**src/rtl/frv_interrupt_ctrl.sv**
```systemverilog
// rtl/frv_interrupt_ctrl.sv - prioritised external/timer/software/NMI interrupt controller with trap FSM
//
// Purpose:
//   Collects NSRC external sources (level or edge per EDGE_MASK), applies a
//   per-source priority, enable mask and global threshold, and exposes the
//   winning source through a CLAIM register.  External, software, timer and
//   NMI causes are arbitrated into a single trap request for writeback.
//
// Ports:
//   g_clk, g_reset                  clock; asynchronous active-high reset
//   src_irq[NSRC-1:0]               external interrupt lines (source i has id i+1)
//   nmi                             non-maskable interrupt, latched on its rising edge
//   mstatus_mie                     global interrupt enable
//   mie_meie, mie_mtie, mie_msie    external / timer / software enables
//   ti_pending, sw_pending          timer / software interrupt lines
//   cfg_en, cfg_wen                 register access strobe / write select
//   cfg_addr, cfg_wdata             byte address / write data
//   cfg_rdata, cfg_error            combinational read data / access error
//   mip_meip, mip_mtip, mip_msip    pending status
//   int_trap_req, int_trap_cause    trap request and its cause code
//   int_trap_ack                    trap acknowledge from writeback
module frv_interrupt_ctrl #(
  parameter int              NSRC      = 8,
  parameter int              PRIO_W    = 3,
  parameter logic [NSRC-1:0] EDGE_MASK = {NSRC{1'b0}}
) (
  input  logic            g_clk,
  input  logic            g_reset,
  input  logic [NSRC-1:0] src_irq,
  input  logic            nmi,
  input  logic            mstatus_mie,
  input  logic            mie_meie,
  input  logic            mie_mtie,
  input  logic            mie_msie,
  input  logic            ti_pending,
  input  logic            sw_pending,
  input  logic            cfg_en,
  input  logic            cfg_wen,
  input  logic [7:0]      cfg_addr,
  input  logic [31:0]     cfg_wdata,
  output logic [31:0]     cfg_rdata,
  output logic            cfg_error,
  output logic            mip_meip,
  output logic            mip_mtip,
  output logic            mip_msip,
  output logic            int_trap_req,
  output logic [5:0]      int_trap_cause,
  input  logic            int_trap_ack
);

  localparam int         ID_W      = 5;
  localparam logic [1:0] ST_IDLE   = 2'd0;
  localparam logic [1:0] ST_REQ    = 2'd1;
  localparam logic [1:0] ST_HOLD   = 2'd2;
  localparam logic [5:0] CAUSE_NMI = 6'd0;
  localparam logic [5:0] CAUSE_SW  = 6'd3;
  localparam logic [5:0] CAUSE_TIM = 6'd7;
  localparam logic [5:0] CAUSE_EXT = 6'd11;
  localparam logic [7:0] A_ENABLE  = 8'h80;
  localparam logic [7:0] A_PENDING = 8'h84;
  localparam logic [7:0] A_THRESH  = 8'h88;
  localparam logic [7:0] A_CLAIM   = 8'h8C;

  // Architectural state
  logic [PRIO_W-1:0] prio [NSRC];
  logic [NSRC-1:0]   enable;
  logic [NSRC-1:0]   pending;
  logic [NSRC-1:0]   src_q;
  logic [PRIO_W-1:0] threshold;
  logic              armed;
  logic              nmi_q;
  logic              nmi_pend;
  logic [1:0]        state;
  logic [5:0]        cause_q;

  // Register decode
  logic [4:0]        prio_idx;
  logic              is_prio;
  logic              is_enable;
  logic              is_pending;
  logic              is_thresh;
  logic              is_claim;
  logic              mapped;
  logic              acc_err;
  logic              wr_ok;
  logic              claim_rd;
  logic [31:0]       rdata;
  logic              unused_wdata;

  // Arbitration
  logic [NSRC-1:0]   eligible;
  logic [ID_W-1:0]   win_id;
  logic [PRIO_W-1:0] win_prio;
  logic [NSRC-1:0]   pending_nxt;
  logic              q_ext;
  logic              q_sw;
  logic              q_tim;
  logic              any_qual;
  logic [5:0]        take_cause;
  logic              held_live;

  assign unused_wdata = ^cfg_wdata;

  assign prio_idx   = cfg_addr[6:2];
  assign is_prio    = (cfg_addr[7] == 1'b0) && (cfg_addr[1:0] == 2'b00) && (int'(prio_idx) < NSRC);
  assign is_enable  = (cfg_addr == A_ENABLE);
  assign is_pending = (cfg_addr == A_PENDING);
  assign is_thresh  = (cfg_addr == A_THRESH);
  assign is_claim   = (cfg_addr == A_CLAIM);
  assign mapped     = is_prio | is_enable | is_pending | is_thresh | is_claim;

  // Errors are suppressed while reset is held so the outputs read as idle.
  assign acc_err   = cfg_en && !g_reset && (!mapped || (is_claim && cfg_wen));
  assign cfg_error = acc_err;
  assign wr_ok     = cfg_en && cfg_wen && !acc_err;
  assign claim_rd  = cfg_en && !cfg_wen && is_claim && !g_reset;

  always_comb begin
    for (int i = 0; i < NSRC; i++) begin
      eligible[i] = pending[i] && enable[i] && (prio[i] > threshold);
    end
  end

  // Ascending scan with a strict compare keeps the lowest index on ties.
  always_comb begin
    win_id   = '0;
    win_prio = '0;
    for (int i = 0; i < NSRC; i++) begin
      if (eligible[i] && ((win_id == '0) || (prio[i] > win_prio))) begin
        win_id   = ID_W'(i + 1);
        win_prio = prio[i];
      end
    end
  end

  always_comb begin
    rdata = '0;
    for (int i = 0; i < NSRC; i++) begin
      if (is_prio && (prio_idx == 5'(i))) begin
        rdata[PRIO_W-1:0] = prio[i];
      end
    end
    if (is_enable)  rdata[NSRC-1:0]   = enable;
    if (is_pending) rdata[NSRC-1:0]   = pending;
    if (is_thresh)  rdata[PRIO_W-1:0] = threshold;
    if (is_claim)   rdata[ID_W-1:0]   = win_id;
  end

  assign cfg_rdata = (cfg_en && !g_reset && !acc_err) ? rdata : 32'd0;

  // Level bits mirror the line; edge bits are sticky with set taking
  // precedence over a same-cycle claim or write-1 clear.  Edge detection is
  // held off for the first cycle after reset so a line already high does
  // not look like a fresh rising edge.
  always_comb begin
    for (int i = 0; i < NSRC; i++) begin
      if (EDGE_MASK[i]) begin
        pending_nxt[i] = (armed && src_irq[i] && !src_q[i]) ||
                         (pending[i] &&
                          !((claim_rd && (win_id == ID_W'(i + 1))) ||
                            (wr_ok && is_pending && cfg_wdata[i])));
      end else begin
        pending_nxt[i] = src_irq[i];
      end
    end
  end

  assign mip_meip = |eligible;
  assign mip_mtip = ti_pending;
  assign mip_msip = sw_pending;

  assign q_ext = mstatus_mie && mie_meie && mip_meip;
  assign q_sw  = mstatus_mie && mie_msie && mip_msip;
  assign q_tim = mstatus_mie && mie_mtie && mip_mtip;

  always_comb begin
    any_qual   = 1'b1;
    take_cause = CAUSE_NMI;
    if (nmi_pend)   take_cause = CAUSE_NMI;
    else if (q_ext) take_cause = CAUSE_EXT;
    else if (q_sw)  take_cause = CAUSE_SW;
    else if (q_tim) take_cause = CAUSE_TIM;
    else            any_qual   = 1'b0;
  end

  // An NMI request stays valid until acknowledged.
  always_comb begin
    case (cause_q)
      CAUSE_EXT: held_live = q_ext;
      CAUSE_SW:  held_live = q_sw;
      CAUSE_TIM: held_live = q_tim;
      default:   held_live = 1'b1;
    endcase
  end

  always_ff @(posedge g_clk or posedge g_reset) begin
    if (g_reset) begin
      for (int i = 0; i < NSRC; i++) begin
        prio[i] <= '0;
      end
      enable    <= '0;
      threshold <= '0;
      pending   <= '0;
      src_q     <= '0;
      armed     <= 1'b0;
    end else begin
      for (int i = 0; i < NSRC; i++) begin
        if (wr_ok && is_prio && (prio_idx == 5'(i))) begin
          prio[i] <= cfg_wdata[PRIO_W-1:0];
        end
      end
      if (wr_ok && is_enable) enable    <= cfg_wdata[NSRC-1:0];
      if (wr_ok && is_thresh) threshold <= cfg_wdata[PRIO_W-1:0];
      pending <= pending_nxt;
      src_q   <= src_irq;
      armed   <= 1'b1;
    end
  end

  always_ff @(posedge g_clk or posedge g_reset) begin
    if (g_reset) begin
      nmi_q    <= 1'b0;
      nmi_pend <= 1'b0;
    end else begin
      nmi_q <= nmi;
      if (nmi && !nmi_q) begin
        nmi_pend <= 1'b1;
      end else if ((state == ST_REQ) && int_trap_ack && (cause_q == CAUSE_NMI)) begin
        nmi_pend <= 1'b0;
      end
    end
  end

  always_ff @(posedge g_clk or posedge g_reset) begin
    if (g_reset) begin
      state   <= ST_IDLE;
      cause_q <= CAUSE_NMI;
    end else begin
      case (state)
        ST_IDLE: begin
          if (any_qual) begin
            cause_q <= take_cause;
            state   <= ST_REQ;
          end
        end
        ST_REQ: begin
          if (int_trap_ack) begin
            state <= ST_HOLD;
          end else if (!held_live) begin
            state <= ST_IDLE;
          end
        end
        ST_HOLD: state <= ST_IDLE;
        default: state <= ST_IDLE;
      endcase
    end
  end

  assign int_trap_req   = (state == ST_REQ);
  assign int_trap_cause = cause_q;

endmodule

```
**config.mk**
```make
export PLATFORM = sky130hd
export DESIGN_NAME = frv_interrupt_ctrl
export DESIGN_NICKNAME = d
export VERILOG_FILES = /design/src/rtl/frv_interrupt_ctrl.sv
export SDC_FILE = /design/constraint.sdc
export NUM_CORES = 1
export LEC_CHECK = 0
export CAP_MARGIN = 20
export CELL_PAD_IN_SITES_DETAIL_PLACEMENT = 0
export CELL_PAD_IN_SITES_GLOBAL_PLACEMENT = 1
export CORE_MARGIN = 2
export CORE_UTILIZATION = 49
export CTS_BUF_LIST = sky130_fd_sc_hd__clkbuf_16
export DETAILED_ROUTE_END_ITERATION = 16
export DONT_BUFFER_PORTS = 1
export PLACE_DENSITY = 0.83
export RECOVER_POWER = 100
export SLEW_MARGIN = 30
export SYNTH_ARGS = -nofsm -noshare
export SYNTH_HDL_FRONTEND = slang
export SYNTH_SLANG_ARGS = --single-unit
```
**constraint.sdc**
```tcl
create_clock -name g_clk -period 15.85 [get_ports g_clk]
set_input_delay 1.585 -clock g_clk [delete_from_list [all_inputs] [get_ports g_clk]]
set_output_delay 1.585 -clock g_clk [all_outputs]
set_load 0.005 [all_outputs]
```
==> results of run 1 <==
[per-stage QoR]
step,util,area (µm²)
after floorplan,-,4240
after global placement,0.500,4110
after detailed placement,0.501,4110
after CTS,0.524,4300
after global routing,0.519,4260
final,0.519,4260
[Yosys cell counts, types with 2 or more instances]
| cell type | number |
|---|---|
| dfrtp_1 | 50 |
| ha_1 | 43 |
| mux2_2 | 36 |
| nor2_1 | 34 |
| buf_4 | 30 |
| o21ai_0 | 27 |
| inv_1 | 26 |
| nand2_1 | 25 |
| a21oi_1 | 19 |
| nand3_1 | 17 |
| nor2b_1 | 14 |
| nor3_1 | 10 |
| mux2i_1 | 9 |
| clkbuf_1 | 8 |
| a31oi_1 | 7 |
| a21o_1 | 5 |
| a22oi_1 | 4 |
| nor3b_1 | 4 |
| o2111ai_1 | 4 |
| o21a_1 | 4 |
| and2_1 | 3 |
| nand2b_1 | 3 |
| nand4_1 | 3 |
| o22ai_1 | 3 |
| a211oi_1 | 2 |
| a22o_1 | 2 |
| a311oi_1 | 2 |
| a32oi_1 | 2 |
| a41o_1 | 2 |
| a41oi_1 | 2 |
| and3_1 | 2 |
| buf_1 | 2 |
| mux4_2 | 2 |
| o21ai_1 | 2 |
| o21ai_2 | 2 |
| o21bai_1 | 2 |
| o31a_1 | 2 |
| or2_2 | 2 |
[cell type report]
| type | instances | area, µm² | area share |
|---|---|---|---|
| multi-input combinational | 352 | 2590 | 0.608 |
| tap | 105 | 131 | 0.0308 |
| clock inverter | 3 | 63.8 | 0.0150 |
| inverter | 26 | 98.8 | 0.0232 |
| clock buffer | 5 | 125 | 0.0294 |
| sequential | 50 | 1250 | 0.294 |
[per-layer routing]
layer,up-vias,track usage,wire length [µm]
met5,-,0,0
met4,0,0.0452,204
met3,20,0.0470,677
met2,152,0.378,4720
met1,1637,0.327,4670
li1,1557,-,-
[cells by family after synthesis]
group / Yosys count
compound gates: 109
simple gates: 127
buf+inv: 66
flops: 50
mux: 47
other cells: 1
fa+ha+maj: 43
[state kept, by name, summed over array words and instances (netlist names)]
name and cells:
enable 8, pending 8, nmi_pend 1, int_trap_cause 3, nmi_q 1, prio 24
threshold 3, state 2
[power breakdown]
part / internal, mW / total, mW / switching, mW
Combinational: 0.0195 / 0.0451 / 0.0256
Clock: 0.0899 / 0.136 / 0.0464
Sequential: 0.137 / 0.148 / 0.0113
[worst min path at each step]
stage | start | to | slack, ps
final | state[1] | state[0] | 480
after global routing | threshold[1] | threshold[1] | 510
after CTS | state[1] | state[0] | 490
after detailed placement | state[1] | state[0] | 480
after global placement | state[1] | state[0] | 470
after floorplan | state[1] | state[0] | 440
==> impl_metrics.yaml, run 1 <==
setup_path:
  worstSetupPathType: "reg -> out"
  crit_slowest_cell: "o31ai_1"
  cp_top_family: "compound AO/OA/AOI/OAI gates"
  critPathBufInv: 4
  r2r_setup_slack_ps: 11760
  r2r-start: "threshold[1]"
  reg2regPathDepth: 12
  cp.required_ps: 14270
  crit_fanout: 9
  worstSetupStartpoint: "threshold[1]"
  r2r_end: "state[0]"
  cpMostUsedCell: "ha_1"
  endpoint_kind: "primary output"
  crit_arrival_ps: 12790
  critPathLaunchType: "flop"
  endpoint: "cfg_rdata[1]"
  cp.depth: 56
  cpPeakStageDelay_ps: 620
run_status:
  outcome: "finished, violations left"
  violations: "capacitance limit, slew limit"
detailed_routing:
  vias_per_cell: 6.22
  drt_iter0_drc: 201
  drc_errors: 0
  totalWireLength_mm: 10.3
  postRouteAntennaNets: 0
  drtPass1Iterations: 5
  wl_per_cell_um: 19.0
  vias: 3366
timing:
  rsz0062_at_grt: "no"
  max_freq_mhz: 69.6
  drv_slew: 53
  relSlewSlack: -0.555
  finalSetupTns_ps: 0
  fin_crit_sh: 0.907
  setup_viol: 0
  fin_skew_ps: 4.85
  finalHoldWorstSlack_ps: 485
  hold_viol_final: 0
  tightest_slew_ps: 2320
  setup_slack_ps: 1480
  finalCriticalPeriod_ps: 14370
synth:
  ys_types: 65
  yosys.area_share.adder: 0.130
  synth_area_leaders: "dfrtp_1 (30%), ha_1 (13%), mux2_2 (9.8%)"
  syn_area_um2: 4150
  synth-simple-area-share: 0.157
  synth-compound-area-share: 0.194
  async_flop_share: 1.00
  ys_seq_elements: 50
  synth-edff-count: 0
  ys_seq_area_frac: 0.302
  synth_warnings: 0
  yosys.area.top_type: "dfrtp_1"
  yosys-mux-area-fraction: 0.130
  ys.flop_type: "dfrtp_1"
  synth_area_per_cell_um2: 9.37
  syn_inst: 443
  synth_top_family_by_area: "compound AO/OA/AOI/OAI gates"
  yosysTopAreaCellShare: 0.302
  yosys.area_share.xor_xnor: 0
place:
  io_buffer_count: 0
  gp_congestion: 0.891
  placedCellCount: 533
  post-place-ws_ps: 2270
  dp_hpwl_mm: 7.79
cts:
  ctsRootBufferMaster: "clkbuf_16"
  htree_levels: 2
  cts_setup_buffers: 0
  clkTransAtPathRegs_ps: 60
  cts_buffer_depth: 2
  clock_latency_ps: 290
  cts_hold_buf: 0
  cts_sinks: 50
  cts_tree: "yes"
  cts_buffers: 5
  ctsResizeCount: 0
die:
  die_x_um: 96.0
  die_h_um: 96.0
  initial_utilization: 0.505
  fp-row-count: 33
  die_area_um2: 9220
  core_um2: 8220
  io-pin-count: 103
grt:
  grt_pass1_wl_mm: 16.3
  grt_max_degree: 53
  grt.overflow.total: 0
  antenna_found_initial: 0
  gr-usage-all-layers: 0.234
  grt_pass1_vias: 3128
finish:
  area.growth.synth_to_final_pct: 2.74
  final_cell_mix: "dfrtp_1 (50), ha_1 (43), mux2_2 (36), nor2_1 (34), o21ai_0 (27)"
  nFillCells: 765
  final_common_cell: "dfrtp_1"
  drive_above_1_share: 0.138
  fin_nets: 538
  diodes: 0
  layout.cells.non_filler: 541
run:
  timing.max_cap.violations: 1
hold_path:
  hold_class: "reg -> reg"
  min_path_cells: 1
power_and_ir_drop:
  fin_total_pwr_mw: 0.329
  p_leak_nw: 1.94
  peakVddDrop_mv: 0.0777
  pwr_density_cell_nw_per_um2: 77.3
Note: power is estimated with default switching activity, not from simulation.
==> run 2, diff against run 1 <==
BUFFER_PORTS_ARGS = -buffer_cell sky130_fd_sc_hd__buf_2   (was unset)
CORE_UTILIZATION = 41   (was 49)
DONT_BUFFER_PORTS = unset   (was 1)
SLEW_MARGIN = 20   (was 30)
==> run 2 against run 1 <==
Compared with the run above:
- the run still ends with capacitance limit, slew limit left
- sequential power is essentially flat
- largest power group unchanged
- cell area is 5.5% higher
- power decreased by 6.1%
==> impl_metrics.yaml, run 2 (synthesis gave the netlist of run 1 again) <==
run_status:
  outcome: "finished, violations left"
  violations: "capacitance limit, slew limit"
timing:
  setup_viol: 0
  fin_crit_sh: 0.916
  finalSetupTns_ps: 0
  finalHoldWorstSlack_ps: 479
  tightest_slew_ps: 2290
  drv_slew: 53
  finalCriticalPeriod_ps: 14510
  fin_skew_ps: 5.60
  hold_viol_final: 0
  max_freq_mhz: 68.9
  relSlewSlack: -0.532
  rsz0062_at_grt: "no"
finish:
  fin_nets: 590
  multi_input_area_um2: 2590
  nFillCells: 986
  final_common_cell: "dfrtp_1"
  top_register: "prio"
  drive_above_1_share: 0.209
  layout.area.seq_um2: 1250
  area.growth.synth_to_final_pct: 8.38
  post-route-util: 0.458
  largest_reg_flops: 24
  diodes: 0
  layout.cells.non_filler: 621
  final_cell_mix: "dfrtp_1 (50), ha_1 (43), buf_2 (41), mux2_2 (35), nor2_1 (34)"
  largestRegisters: "prio x24, enable x8, pending x8"
cts:
  clkTransAtPathRegs_ps: 70
  cts_sinks: 50
  cts_buffers: 5
  cts_setup_buffers: 0
  clock_latency_ps: 290
  cts_hold_buf: 0
  cts_buffer_depth: 2
  cts_tree: "yes"
  htree_levels: 2
  ctsResizeCount: 0
  ctsRootBufferMaster: "clkbuf_16"
detailed_routing:
  vias: 3462
  wl_per_cell_um: 16.7
  drtPass1Iterations: 4
  vias_per_cell: 5.57
  totalWireLength_mm: 10.4
  drt_iter0_drc: 254
  drc_errors: 0
  postRouteAntennaNets: 0
power_and_ir_drop:
  peakVddDrop_mv: 0.0773
  internal_power_mw: 0.219
  p_leak_nw: 2.12
  pwr-share-comb: 0.188
  seqPwrFrac: 0.477
  p_switching_mw: 0.0905
  fin_total_pwr_mw: 0.309
  p_sw_frac: 0.293
  p_clk_frac: 0.335
  pwr_density_cell_nw_per_um2: 68.8
grt:
  gr-usage-all-layers: 0.193
  grt.overflow.total: 0
  grt_pass1_vias: 3382
  antenna_found_initial: 0
  grt_max_degree: 53
  grt_pass1_wl_mm: 17.0
setup_path:
  worstSetupPathType: "reg -> out"
  r2r-start: "threshold[1]"
  crit_slowest_cell: "o31ai_1"
  r2r_end: "state[0]"
  cp.required_ps: 14270
  cpMostUsedCell: "ha_1"
  crit_fanout: 9
  reg2regPathDepth: 12
  r2r_setup_slack_ps: 11970
  critPathLaunchType: "flop"
  crit_arrival_ps: 12930
  endpoint_kind: "primary output"
  cpPeakStageDelay_ps: 680
hold_path:
  min_from: "state[1]"
  min_path_cells: 1
  hold_class: "reg -> reg"
  hold_path_end: "state[0]"
place:
  dp_hpwl_mm: 8.06
  gp_congestion: 0.844
  placedCellCount: 613
  io_buffer_count: 52
die:
  initial_utilization: 0.423
  fp-row-count: 36
  die_h_um: 105
  die_x_um: 105
  die_area_um2: 10900
  core_um2: 9820
  io-pin-count: 103
run:
  timing.max_cap.violations: 1
[run 2: cell count changes in the layout (fill, tap and decap cells not counted), moves of 2 or more]
cell and change:
buf_2 +41, bufinv_16 -2, clkbuf_1 +7, clkbuf_2 +3
[run 2: stage by stage]
step | setup WS [ps] | cell area, µm²
2_1_floorplan | 3890 | 4240
3_3_place_gp | 2490 | 4410
3_5_place_dp | 2250 | 4410
4_1_cts | 1870 | 4540
5_1_grt | 511 | 4500
6_report | 1340 | 4500
[run 2: area by class of cell]
| class | count | share of cell area |
|---|---|---|
| clock inverters | 3 | 0.00278 |
| inverters | 26 | 0.0220 |
| flip-flops and latches | 50 | 0.278 |
| well taps | 133 | 0.0370 |
| multi-input cells | 352 | 0.577 |
| repair buffers | 52 | 0.0556 |
| clock buffers | 5 | 0.0278 |
[run 2: worst max path at each step]
stage,start,to,cells after the start,slack (ps)
after floorplan,threshold[1],cfg_rdata[0],57,3890
after global placement,threshold[1],cfg_rdata[0],58,2490
after detailed placement,threshold[1],cfg_rdata[0],58,2250
after CTS,threshold[1],cfg_rdata[0],58,1870
after global routing,threshold[1],cfg_rdata[0],58,510
final,threshold[1],cfg_rdata[0],58,1340
[run 2: power groups by stage]
| stage | sequential, mW | combinational, mW | clock (mW) |
|---|---|---|---|
| floorplan | 0.146 | 0.0470 | 0 |
| detailed placement | 0.149 | 0.0597 | 0 |
| CTS | 0.147 | 0.0599 | 0.104 |
| global placement | 0.149 | 0.0575 | 0 |
| global route | 0.149 | 0.0662 | 0.111 |
| finish | 0.148 | 0.0581 | 0.104 |
[run 2: worst max-delay path, delay by kind of cell (launching register included)]
| family | cells | cell delay, ps |
|---|---|---|
| mux | 1 | 290 |
| buf+inv | 5 | 670 |
| simple gates | 11 | 2010 |
| fa+ha+maj | 8 | 2190 |
| compound gates | 33 | 7110 |
| flops | 1 | 370 |
[run 2: metal layers]
metal,track usage,up-vias,part of all wire,routed length (µm)
met5,0,-,0,0
met4,0.0467,0,0.011,111
met3,0.0318,11,0.072,750
met2,0.326,137,0.47,4880
met1,0.259,1649,0.45,4650
li1,-,1665,-,-
